--- config.mk ---
export PLATFORM = sky130hd
export DESIGN_NAME = egk_bin_decoder
export DESIGN_NICKNAME = d
export VERILOG_FILES = /design/src/rtl/egk_bin_decoder.sv
export SDC_FILE = /design/constraint.sdc
export NUM_CORES = 1
export LEC_CHECK = 0
export CAP_MARGIN = 20
export CELL_PAD_IN_SITES_DETAIL_PLACEMENT = 1
export CELL_PAD_IN_SITES_GLOBAL_PLACEMENT = 1
export CORE_AREA = 4 4 101 103
export CTS_CLUSTER_DIAMETER = 40
export CTS_CLUSTER_SIZE = 14
export DETAILED_ROUTE_END_ITERATION = 12
export DIE_AREA = 0 0 105 107
export GPL_TIMING_DRIVEN = 0
export PLACE_DENSITY = 0.72
export SETUP_SLACK_MARGIN = 0.3
export SLEW_MARGIN = 20
export SYNTH_ARGS = -nofsm -noshare
export SYNTH_HDL_FRONTEND = slang
export SYNTH_SLANG_ARGS = --single-unit
--- constraint.sdc ---
create_clock -name clk -period 2.7 [get_ports clk]
set_input_delay 0.405 -clock clk [delete_from_list [all_inputs] [get_ports clk]]
set_output_delay 0.405 -clock clk [all_outputs]
set_load 0.02 [all_outputs]
--- src/rtl/egk_bin_decoder.sv ---
// rtl/egk_bin_decoder.sv - bit-serial k-th order Exp-Golomb bin-string decoder
// Define EGK_SIGNED_MAP_EN to map the decoded codeNum onto a signed value.
module egk_bin_decoder #(
   parameter int VALUE_WIDTH = 8,
   parameter int K           = 1,
   parameter int MAX_PREFIX  = VALUE_WIDTH - K
) (
   input  logic                   clk,
   input  logic                   rst_n,
   input  logic                   start_i,
   input  logic                   bin_valid_i,
   input  logic                   bin_i,
   output logic                   bin_ready_o,
   output logic [VALUE_WIDTH-1:0] value_o,
   output logic [7:0]             bin_length_o,
   output logic                   done_o,
   output logic                   err_o
);

   localparam int ACC_W = VALUE_WIDTH + 1;
   localparam int KMAX  = K + MAX_PREFIX;
   localparam int KW    = (KMAX < 1) ? 1 : $clog2(KMAX + 1);
   localparam int PW    = (MAX_PREFIX < 1) ? 1 : $clog2(MAX_PREFIX + 1);

   typedef enum logic [1:0] {
      S_IDLE,
      S_PREFIX,
      S_SUFFIX,
      S_DONE
   } state_t;

   state_t           state;
   logic [ACC_W-1:0] acc;
   logic             ovf;
   logic [KW-1:0]    k;
   logic [KW-1:0]    scnt;
   logic [PW-1:0]    pcnt;
   logic [ACC_W-1:0] suf;
   logic [7:0]       len;

   logic             accept;
   logic             last_bin;
   logic             prefix_full;
   logic [ACC_W:0]   pre_sum;
   logic             pre_ovf;
   logic [ACC_W-1:0] suf_sh;
   logic [ACC_W:0]   fin_sum;
   logic             fin_ovf;
   logic [ACC_W-1:0] map_acc;
   logic             map_ovf;
   logic [VALUE_WIDTH-1:0] map_value;
   logic             range_err;
   logic             res_err;
   logic [VALUE_WIDTH-1:0] res_value;

   assign bin_ready_o = (state == S_PREFIX) || (state == S_SUFFIX);
   assign accept      = bin_valid_i && bin_ready_o;
   assign prefix_full = (pcnt == PW'(MAX_PREFIX));

   // Overflow is tracked sticky so a codeNum wider than acc is never silently truncated.
   always_comb begin
      pre_sum = {1'b0, acc} + ({{ACC_W{1'b0}}, 1'b1} << k);
      pre_ovf = pre_sum[ACC_W] || (32'(k) > ACC_W);
      suf_sh  = {suf[ACC_W-2:0], bin_i};
      fin_sum = {1'b0, acc} + {1'b0, suf_sh};
      fin_ovf = ovf || fin_sum[ACC_W] || suf[ACC_W-1];
   end

   always_comb begin
      last_bin = 1'b0;
      if (accept) begin
         if (state == S_PREFIX)
            last_bin = bin_i ? prefix_full : (k == '0);
         else
            last_bin = (scnt == KW'(1));
      end
   end

   always_comb begin
      if (state == S_SUFFIX) begin
         map_acc = fin_sum[ACC_W-1:0];
         map_ovf = fin_ovf;
      end else begin
         map_acc = acc;
         map_ovf = ovf;
      end
   end

`ifdef EGK_SIGNED_MAP_EN
   localparam logic [ACC_W-1:0] NEG_LIM = ACC_W'(1) << (VALUE_WIDTH - 1);
   localparam logic [ACC_W-1:0] POS_LIM = NEG_LIM - ACC_W'(1);

   logic [ACC_W:0]   odd_sum;
   logic [ACC_W-1:0] mag;

   // Odd codeNum is a positive value, even codeNum a zero or negative one.
   always_comb begin
      odd_sum = {1'b0, map_acc} + (ACC_W + 1)'(1);
      if (map_acc[0]) begin
         mag       = ACC_W'(odd_sum >> 1);
         range_err = (mag > POS_LIM);
         map_value = VALUE_WIDTH'(mag);
      end else begin
         mag       = {1'b0, map_acc[ACC_W-1:1]};
         range_err = (mag > NEG_LIM);
         map_value = VALUE_WIDTH'(ACC_W'(0) - mag);
      end
   end
`else
   always_comb begin
      range_err = map_acc[VALUE_WIDTH];
      map_value = map_acc[VALUE_WIDTH-1:0];
   end
`endif

   always_comb begin
      res_err   = map_ovf || range_err || ((state == S_PREFIX) && bin_i && prefix_full);
      res_value = res_err ? '0 : map_value;
   end

   always_ff @(posedge clk or negedge rst_n) begin
      if (!rst_n) begin
         state        <= S_IDLE;
         acc          <= '0;
         ovf          <= 1'b0;
         k            <= '0;
         scnt         <= '0;
         pcnt         <= '0;
         suf          <= '0;
         len          <= '0;
         value_o      <= '0;
         bin_length_o <= '0;
         done_o       <= 1'b0;
         err_o        <= 1'b0;
      end else begin
         done_o <= 1'b0;
         case (state)
            S_IDLE: begin
               if (start_i) begin
                  acc   <= '0;
                  ovf   <= 1'b0;
                  pcnt  <= '0;
                  len   <= '0;
                  k     <= KW'(K);
                  scnt  <= '0;
                  suf   <= '0;
                  state <= S_PREFIX;
               end
            end
            S_PREFIX: begin
               if (accept) begin
                  len <= len + 8'd1;
                  if (bin_i) begin
                     if (!prefix_full) begin
                        acc  <= pre_sum[ACC_W-1:0];
                        ovf  <= ovf || pre_ovf;
                        k    <= k + KW'(1);
                        pcnt <= pcnt + PW'(1);
                     end
                  end else begin
                     scnt  <= k;
                     suf   <= '0;
                     state <= S_SUFFIX;
                  end
               end
            end
            S_SUFFIX: begin
               if (accept) begin
                  len  <= len + 8'd1;
                  suf  <= suf_sh;
                  scnt <= scnt - KW'(1);
                  if (scnt == KW'(1)) begin
                     acc <= fin_sum[ACC_W-1:0];
                     ovf <= fin_ovf;
                  end
               end
            end
            default: state <= S_IDLE;
         endcase
         // Results are registered on the final bin so done_o follows it by one cycle.
         if (last_bin) begin
            value_o      <= res_value;
            err_o        <= res_err;
            bin_length_o <= len + 8'd1;
            done_o       <= 1'b1;
            state        <= S_DONE;
         end
      end
   end

endmodule

==> results.toml <==
[status]
outcome = "finished clean"

[final_layout]
fin_nets = 512
layout.cell_area.non_filler_mm2 = 0.004652
area_of_the_multi_input_gates_mm2 = 0.002307
post_route_cells_drive_above_1_share_pct = 18.91
antenna_cells_inserted = 0
ff_latch_area_mm2 = 0.001456
utilization_pct = 50.59
final-instance-count-excl-fill = 587
area.growth.synth_to_final_pct = 26.55
total_of_fill_cells_in_the_finished_design = 1062

[detailed_routing]
avgViaCountPerCell = 5.588
drt_drc_violations_left = 0
postRouteAntennaNets = 0
route.final.wire_length_um = 10800
drt-wirelength-per-cell_um = 18.40
drt-pass1-iter-count = 4
routed-via-count = 3280
first_drt_iteration_drcs = 159

[setup_path]
reg_to_reg_setup_timing_slack_ns = 0.25
max_stage_delay_ns = 0.46
worst_path_maximum_fanout = 4
crit_type = "reg -> reg"
timing.critical_path.mode_cell = "sky130_fd_sc_hd__ha_4"
path_cells = "inv_4, ha_4, and2_4, ha_4, inv_2, fa_2, nand2b_4, a21oi_4, o211a_1, nor3_2, nand3b_1, a211oi_2"
startpoint_types = "flop"
startpoint = "k[0]"
crit_path_required_time_ns = 2.96
rr_worst_depth = 12
worst_ep_arrival_time_ns = 2.71
timing.rr.start = "k[0]"
crit_path_end_kind = "flop"
crit_path_top_delay_cell = "sky130_fd_sc_hd__dfrtp_2"

[pwr]
vdd_ir_drop_max_mv = 0.3668
totalPowerFinal_mw = 4.725
pwr_dens_mw_per_mm2 = 1016
leakage_nw = 2.060

[min_path]
worst_hold_startpoint = "value_o[0]"
worst_hold_path_type = "reg -> reg"
worstHoldPathCells = 2

[sta]
timing.final.crit_period_ns = 2.447
worstMarginPinSlew_ns = 0.5794
fin_tns_setup_ns = 0
clock-skew-final_ns = 0.01091
finalSetupViolations = 0
fin_hold_ws_ns = 0.4775
postLayoutSetupSlackWorst_ns = 0.2527
final-hold-violation-count = 0
timing.final.max_slew_violations = 0
finalCritPeriodShare_pct = 90.64
timing.fmax_mhz = 408.6
timing.slew.headroom_pct = 61.37
rsz0062_at_grt = "true"

[synth]
post_synth_num_cell_types = 52
postSynth.asyncResetShare_pct = 100.0
synth.yosys.seq_area_share_pct = 39.48
synth.most_common_cell = "sky130_fd_sc_hd__nand2_1"
number_of_enable_type_register_cells_in_the_synthesized_netlist = 0
syn_avg_cell_area_um2 = 8.879
syn-cell-area_mm2 = 0.003676
netlist_top_cells_area = "sky130_fd_sc_hd__dfrtp_1, sky130_fd_sc_hd__ha_1, sky130_fd_sc_hd__o21ai_0, sky130_fd_sc_hd__nand2_1, sky130_fd_sc_hd__xnor2_1"
synth_top_area_share_pct = 39.48
ys_ff_latch = 58
synthesized_instance_count = 414
mappedNetlistNets = 455
cell_taking_the_most_area_after_synthesis = "sky130_fd_sc_hd__dfrtp_1"
yosysWarningCount = 0
synth_ff_type = "sky130_fd_sc_hd__dfrtp_1"
yosys-top-cells-count = "sky130_fd_sc_hd__nand2_1, sky130_fd_sc_hd__dfrtp_1, sky130_fd_sc_hd__o21ai_0"

[clocking]
tritoncts.num_buffers = 9
tritoncts_num_sinks = 58
worstSkewPairLatency_ns = 0.34
clk_transition_reported_paths_ns = 0.08
tritoncts_clock_tree = "done"
clock-root-buffer = "sky130_fd_sc_hd__clkbuf_8"
cts_max_level = 3
clock_tree.buffer_depth = 2

[floorplan]
fp-row-count = 35
design.die.area_mm2 = 0.01124
initial_core_utilization_pct = 39.97
placeableCoreArea_mm2 = 0.009196
die_h_um = 107
fp.dieW_um = 105
design.portCount = 24

[placement]
port_buffer_count = 23
dp_slack_ns = -0.3740
dpl.cell_count = 549
gp_congestion = 0.8400
dpl.hpwl_um = 7681
post_dp_cell_area_mm2 = 0.004081

[global_routing]
globalRouteOverflowTotal = 0
gr-usage-all-layers_pct = 20.05
first_global_vias = 3409
number_of_antenna_violations_at_the_first_check_in_global_routing = 0
grt_start_max_net_pins = 34
grt_first_pass_wirelength_um = 18030

[flow_run]
timing.max_cap.violations = 0
==> repair_timing <==
| action | CTS | global route |
|---|---|---|
| endpoints found under the hold margin | 25 | 0 |
| gates resized for setup | 40 | 30 |
| cloned | 0 | 1 |
| buffers inserted | 15 | 5 |
| pin swaps | 12 | 14 |
| endpoints found under the setup margin | 28 | 44 |
| hold buffers | 1 | 0 |
==> final timing paths <==
path | to
worst min register to register | value_o[0]
max in group asynchronous | bin_length_o[5]
min in group asynchronous | value_o[3]
worst min-delay path | value_o[0]
worst max-delay path | acc[8]
worst max register to register | acc[8]
==> routing by layer <==
layer  vias to the layer above  GRT usage, %  share of wire, %
met5                         -             0                 0
met4                         0         3.655              0.72
met3                         6         3.672               3.4
met2                        47         34.78                49
met1                      1625         26.38                47
li1                       1602             -                 -
==> cell type report <==
type	instances	share of cell area, %
clock buffers	10	2.959
flip-flops and latches	58	31.31
well taps	111	2.985
clock inverters	6	0.8876
plain buffers	15	1.614
repair buffers	45	8.876
multi-input cells	322	49.60
inverters	20	1.775
==> flip-flops by register name, summed over array words and instances, names as in the netlist <==
name and count:
bin_length_o 8, pcnt 3, k 4, ovf 1
state 2, scnt 4, len 8, value_o 8
acc 9, err_o 1, suf 9, done_o 1
==> kinds of logic (layout without fill, tap and decap cells) <==
logic type | after synthesis | count (layout) | synth area share [%]
AOI/OAI and AO/OA | 129 | 129 | 22.36
muxes | 6 | 6 | 1.634
and+or+nand+nor | 138 | 139 | 17.43
xor gates and xnor gates | 12 | 12 | 2.859
DFF | 58 | 58 | 39.48
buffers and inverters | 35 | 96 | 3.574
adders and majority gates | 36 | 36 | 12.66
==> worst max-delay path: cells and delay by family (launching register included) <==
kind	cells	cell delay [ns]
fa+ha+maj	3	0.63
compound gates	3	0.57
simple gates	4	0.56
flops	1	0.46
buf+inv	2	0.14
==> report_power, final <==
group          internal [mW]  switching [mW]
Clock                  0.358           0.393
Combinational           1.06            1.62
Sequential              1.08           0.217
==> placed cells by master (no fill, tap or decap), types with 7 or more instances in the layout <==
cell	count
sky130_fd_sc_hd__clkbuf_8	11
sky130_fd_sc_hd__ha_1	25
sky130_fd_sc_hd__nand2_1	68
sky130_fd_sc_hd__clkbuf_1	7
sky130_fd_sc_hd__ha_4	7
sky130_fd_sc_hd__xnor2_1	10
sky130_fd_sc_hd__nor2_1	18
sky130_fd_sc_hd__buf_4	20
sky130_fd_sc_hd__o21ai_0	51
sky130_fd_sc_hd__clkdlybuf4s50_1	21
sky130_fd_sc_hd__a21oi_1	16
sky130_fd_sc_hd__dfrtp_1	54
sky130_fd_sc_hd__inv_1	14
sky130_fd_sc_hd__clkbuf_2	7
Note: power is estimated with default switching activity, not from simulation.
==> edit, RTL diff (same flow settings) <==
Reset style: synchronous (`rst_n`), changed in one clocked block.
--- a/src/rtl/egk_bin_decoder.sv
+++ b/src/rtl/egk_bin_decoder.sv
@@ -118,7 +118,7 @@
       res_value = res_err ? '0 : map_value;
    end
 
-   always_ff @(posedge clk or negedge rst_n) begin
+   always_ff @(posedge clk) begin
       if (!rst_n) begin
          state        <= S_IDLE;
          acc          <= '0;
Formal check against the unedited RTL: differs if rst_n is asserted again (counterexample within 4 cycles, from zero or initial values and one cycle with rst_n low); with rst_n held inactive, the same outputs for 10 cycles.
==> edit against the original RTL <==
Routed wire length increased by 3.0%. Setup slack improved by 0.12 ns. Power decreased by 29%. Sequential cell count unchanged. Combinational power decreased by 47%. Critical path type unchanged. Worst hold slack got worse by 0.018 ns. Die area unchanged. Via count increased by 4.1%. Global-route usage increased by 0.059 points. Count of clock-buffer cells in the layout unchanged. Highest routed layer unchanged. Design area decreased by 4.9%. First-iteration DRC count decreased by 8.8%. Sequential share of layout area decreased by 4.8 points. Area after synthesis decreased by 1.2%.
==> edit: results <==
# TYPE chip_impl_metric gauge
chip_impl_info{name="run_status",value="complete, no violations"} 1
chip_impl_metric{name="synth_async_sr_flop_share",unit="%"} 0
chip_impl_metric{name="ir_drop",unit="V"} 0.000541
chip_impl_metric{name="sequentialPowerShare",unit="%"} 29.5
chip_impl_metric{name="arrival",unit="ns"} 2.59
chip_impl_metric{name="timing.clock.skew",unit="ns"} 0.00914
chip_impl_metric{name="timing.reg2reg.setup_slack",unit="ns"} 0.38
chip_impl_metric{name="placed_area",unit="mm^2"} 0.00399
chip_impl_metric{name="numPortBuffers",unit=""} 22
chip_impl_metric{name="postSynthAreaPerCell",unit="um^2"} 8.09
chip_impl_metric{name="post_route_cells_drive_above_1_share",unit="%"} 16.0
chip_impl_metric{name="nets",unit=""} 529
chip_impl_metric{name="gpl.final_weighted_congestion",unit=""} 0.829
chip_impl_metric{name="critPathMaxFanout",unit=""} 6
chip_impl_metric{name="final.fill_count",unit=""} 1114
chip_impl_metric{name="largest_net_degree_at_the_start_of_global_routing",unit=""} 12
chip_impl_metric{name="place_inst",unit=""} 582
chip_impl_metric{name="timing.max_slew.rel_slack",unit="%"} 49.9
chip_impl_metric{name="yosys.cell_types.count",unit=""} 58
chip_impl_metric{name="hpwl",unit="um"} 8150
chip_impl_metric{name="route.detailed.vias_per_inst",unit=""} 5.66
chip_impl_metric{name="timing.critical_path.slowest_cell_delay",unit="ns"} 0.57
chip_impl_info{name="min_path_type",value="input pin to flip-flop"} 1
chip_impl_metric{name="synth.yosys.seq_area_share",unit="%"} 32.0
chip_impl_metric{name="drt-total-wl",unit="um"} 11100
chip_impl_metric{name="vias_in_the_first_global_route",unit=""} 3518
chip_impl_info{name="slowest_cell_on_crit_path",value="sky130_fd_sc_hd__or4b_4"} 1
chip_impl_metric{name="worstRegToRegCells",unit=""} 9
chip_impl_info{name="reg2reg_capture_point",value="value_o[1]"} 1
chip_impl_metric{name="power_leakage",unit="nW"} 1.66
chip_impl_metric{name="avgRoutedWirePerCell",unit="um"} 18.4
chip_impl_info{name="post_synth_main_area_contributors",value="sky130_fd_sc_hd__dfxtp_1, sky130_fd_sc_hd__ha_1, sky130_fd_sc_hd__a21oi_1"} 1
[edit: worst min-delay path by stage]
stage | start | slack, ns | cells past startpoint | end
detailed placement | value_o[1] | 0.45 | 2 | value_o[1]
CTS | bin_i | 0.44 | 3 | suf[0]
global placement | suf[8] | 0.45 | 2 | suf[8]
finish | bin_i | 0.46 | 3 | suf[0]
floorplan | suf[8] | 0.43 | 2 | suf[8]
global route | bin_i | 0.47 | 3 | suf[0]
[edit: metrics by stage]
stage,setup slack [ns],total power (W),util [%]
3_5_place_dp,-0.682,0.00233,43.4
2_1_floorplan,0.400,0.00189,-
6_report,0.376,0.00335,48.1
5_1_grt,0.249,0.00357,48.1
4_1_cts,0.302,0.00329,46.6
3_3_place_gp,-0.608,0.00229,43.4
[edit: final cells by class]
type	count	area share, %
Buffer	21	2.15
Clock buffer	10	3.11
Clock inverter	6	2.04
Inverter	20	1.84
Multi-Input combinational cell	350	55.3
Sequential cell	58	26.5
Tap cell	111	3.14
Timing Repair Buffer	28	5.88
[edit: power by group through the flow]
| stage | Clock (W) | Sequential, W | Combinational [W] |
|---|---|---|---|
| finish | 0.000932 | 0.000990 | 0.00143 |
| CTS | 0.000945 | 0.000986 | 0.00136 |
| detailed placement | 0 | 0.00100 | 0.00132 |
| global placement | 0 | 0.000998 | 0.00129 |
| global route | 0.000983 | 0.00100 | 0.00159 |
| floorplan | 0 | 0.00101 | 0.000879 |
[edit: per-layer routing]
layer / global-route usage (%) / share of wire, % / vias up
met5: 0 / 0 / -
met4: 7.12 / 1.8 / 0
met3: 3.43 / 3.3 / 16
met2: 34.2 / 49 / 59
met1: 25.7 / 46 / 1664
li1: - / - / 1677
[edit: what timing repair did]
action | 4_1_cts | 5_1_grt
setup endpoints to repair | 29 | 46
resized for setup | 23 | 37
pin swaps | 3 | 7
buffers inserted | 2 | 4
hold endpoints to repair | 0 | 0
[edit: logic make-up (layout without fill, tap and decap cells)]
logic type	after synthesis	in the layout	share of synthesized area, %
XOR/XNOR	20	20	4.82
AO/OA/AOI/OAI	125	125	22.2
buffers and inverters	41	85	4.37
adder cells (fa/ha/maj)	36	36	12.8
multiplexers	8	8	2.27
flip-flops	58	58	32.0
AND/OR/NAND/NOR	161	161	21.6
[edit: worst max-delay path, delay by kind of cell (launching register included)]
family                   cells  cell delay, ns
AND/OR/NAND/NOR              2            0.74
adder cells (fa/ha/maj)      2            0.49
AO/OA/AOI/OAI                3            0.43
flip-flops                   1            0.37
multiplexers                 1            0.17
buffers and inverters        1            0.05
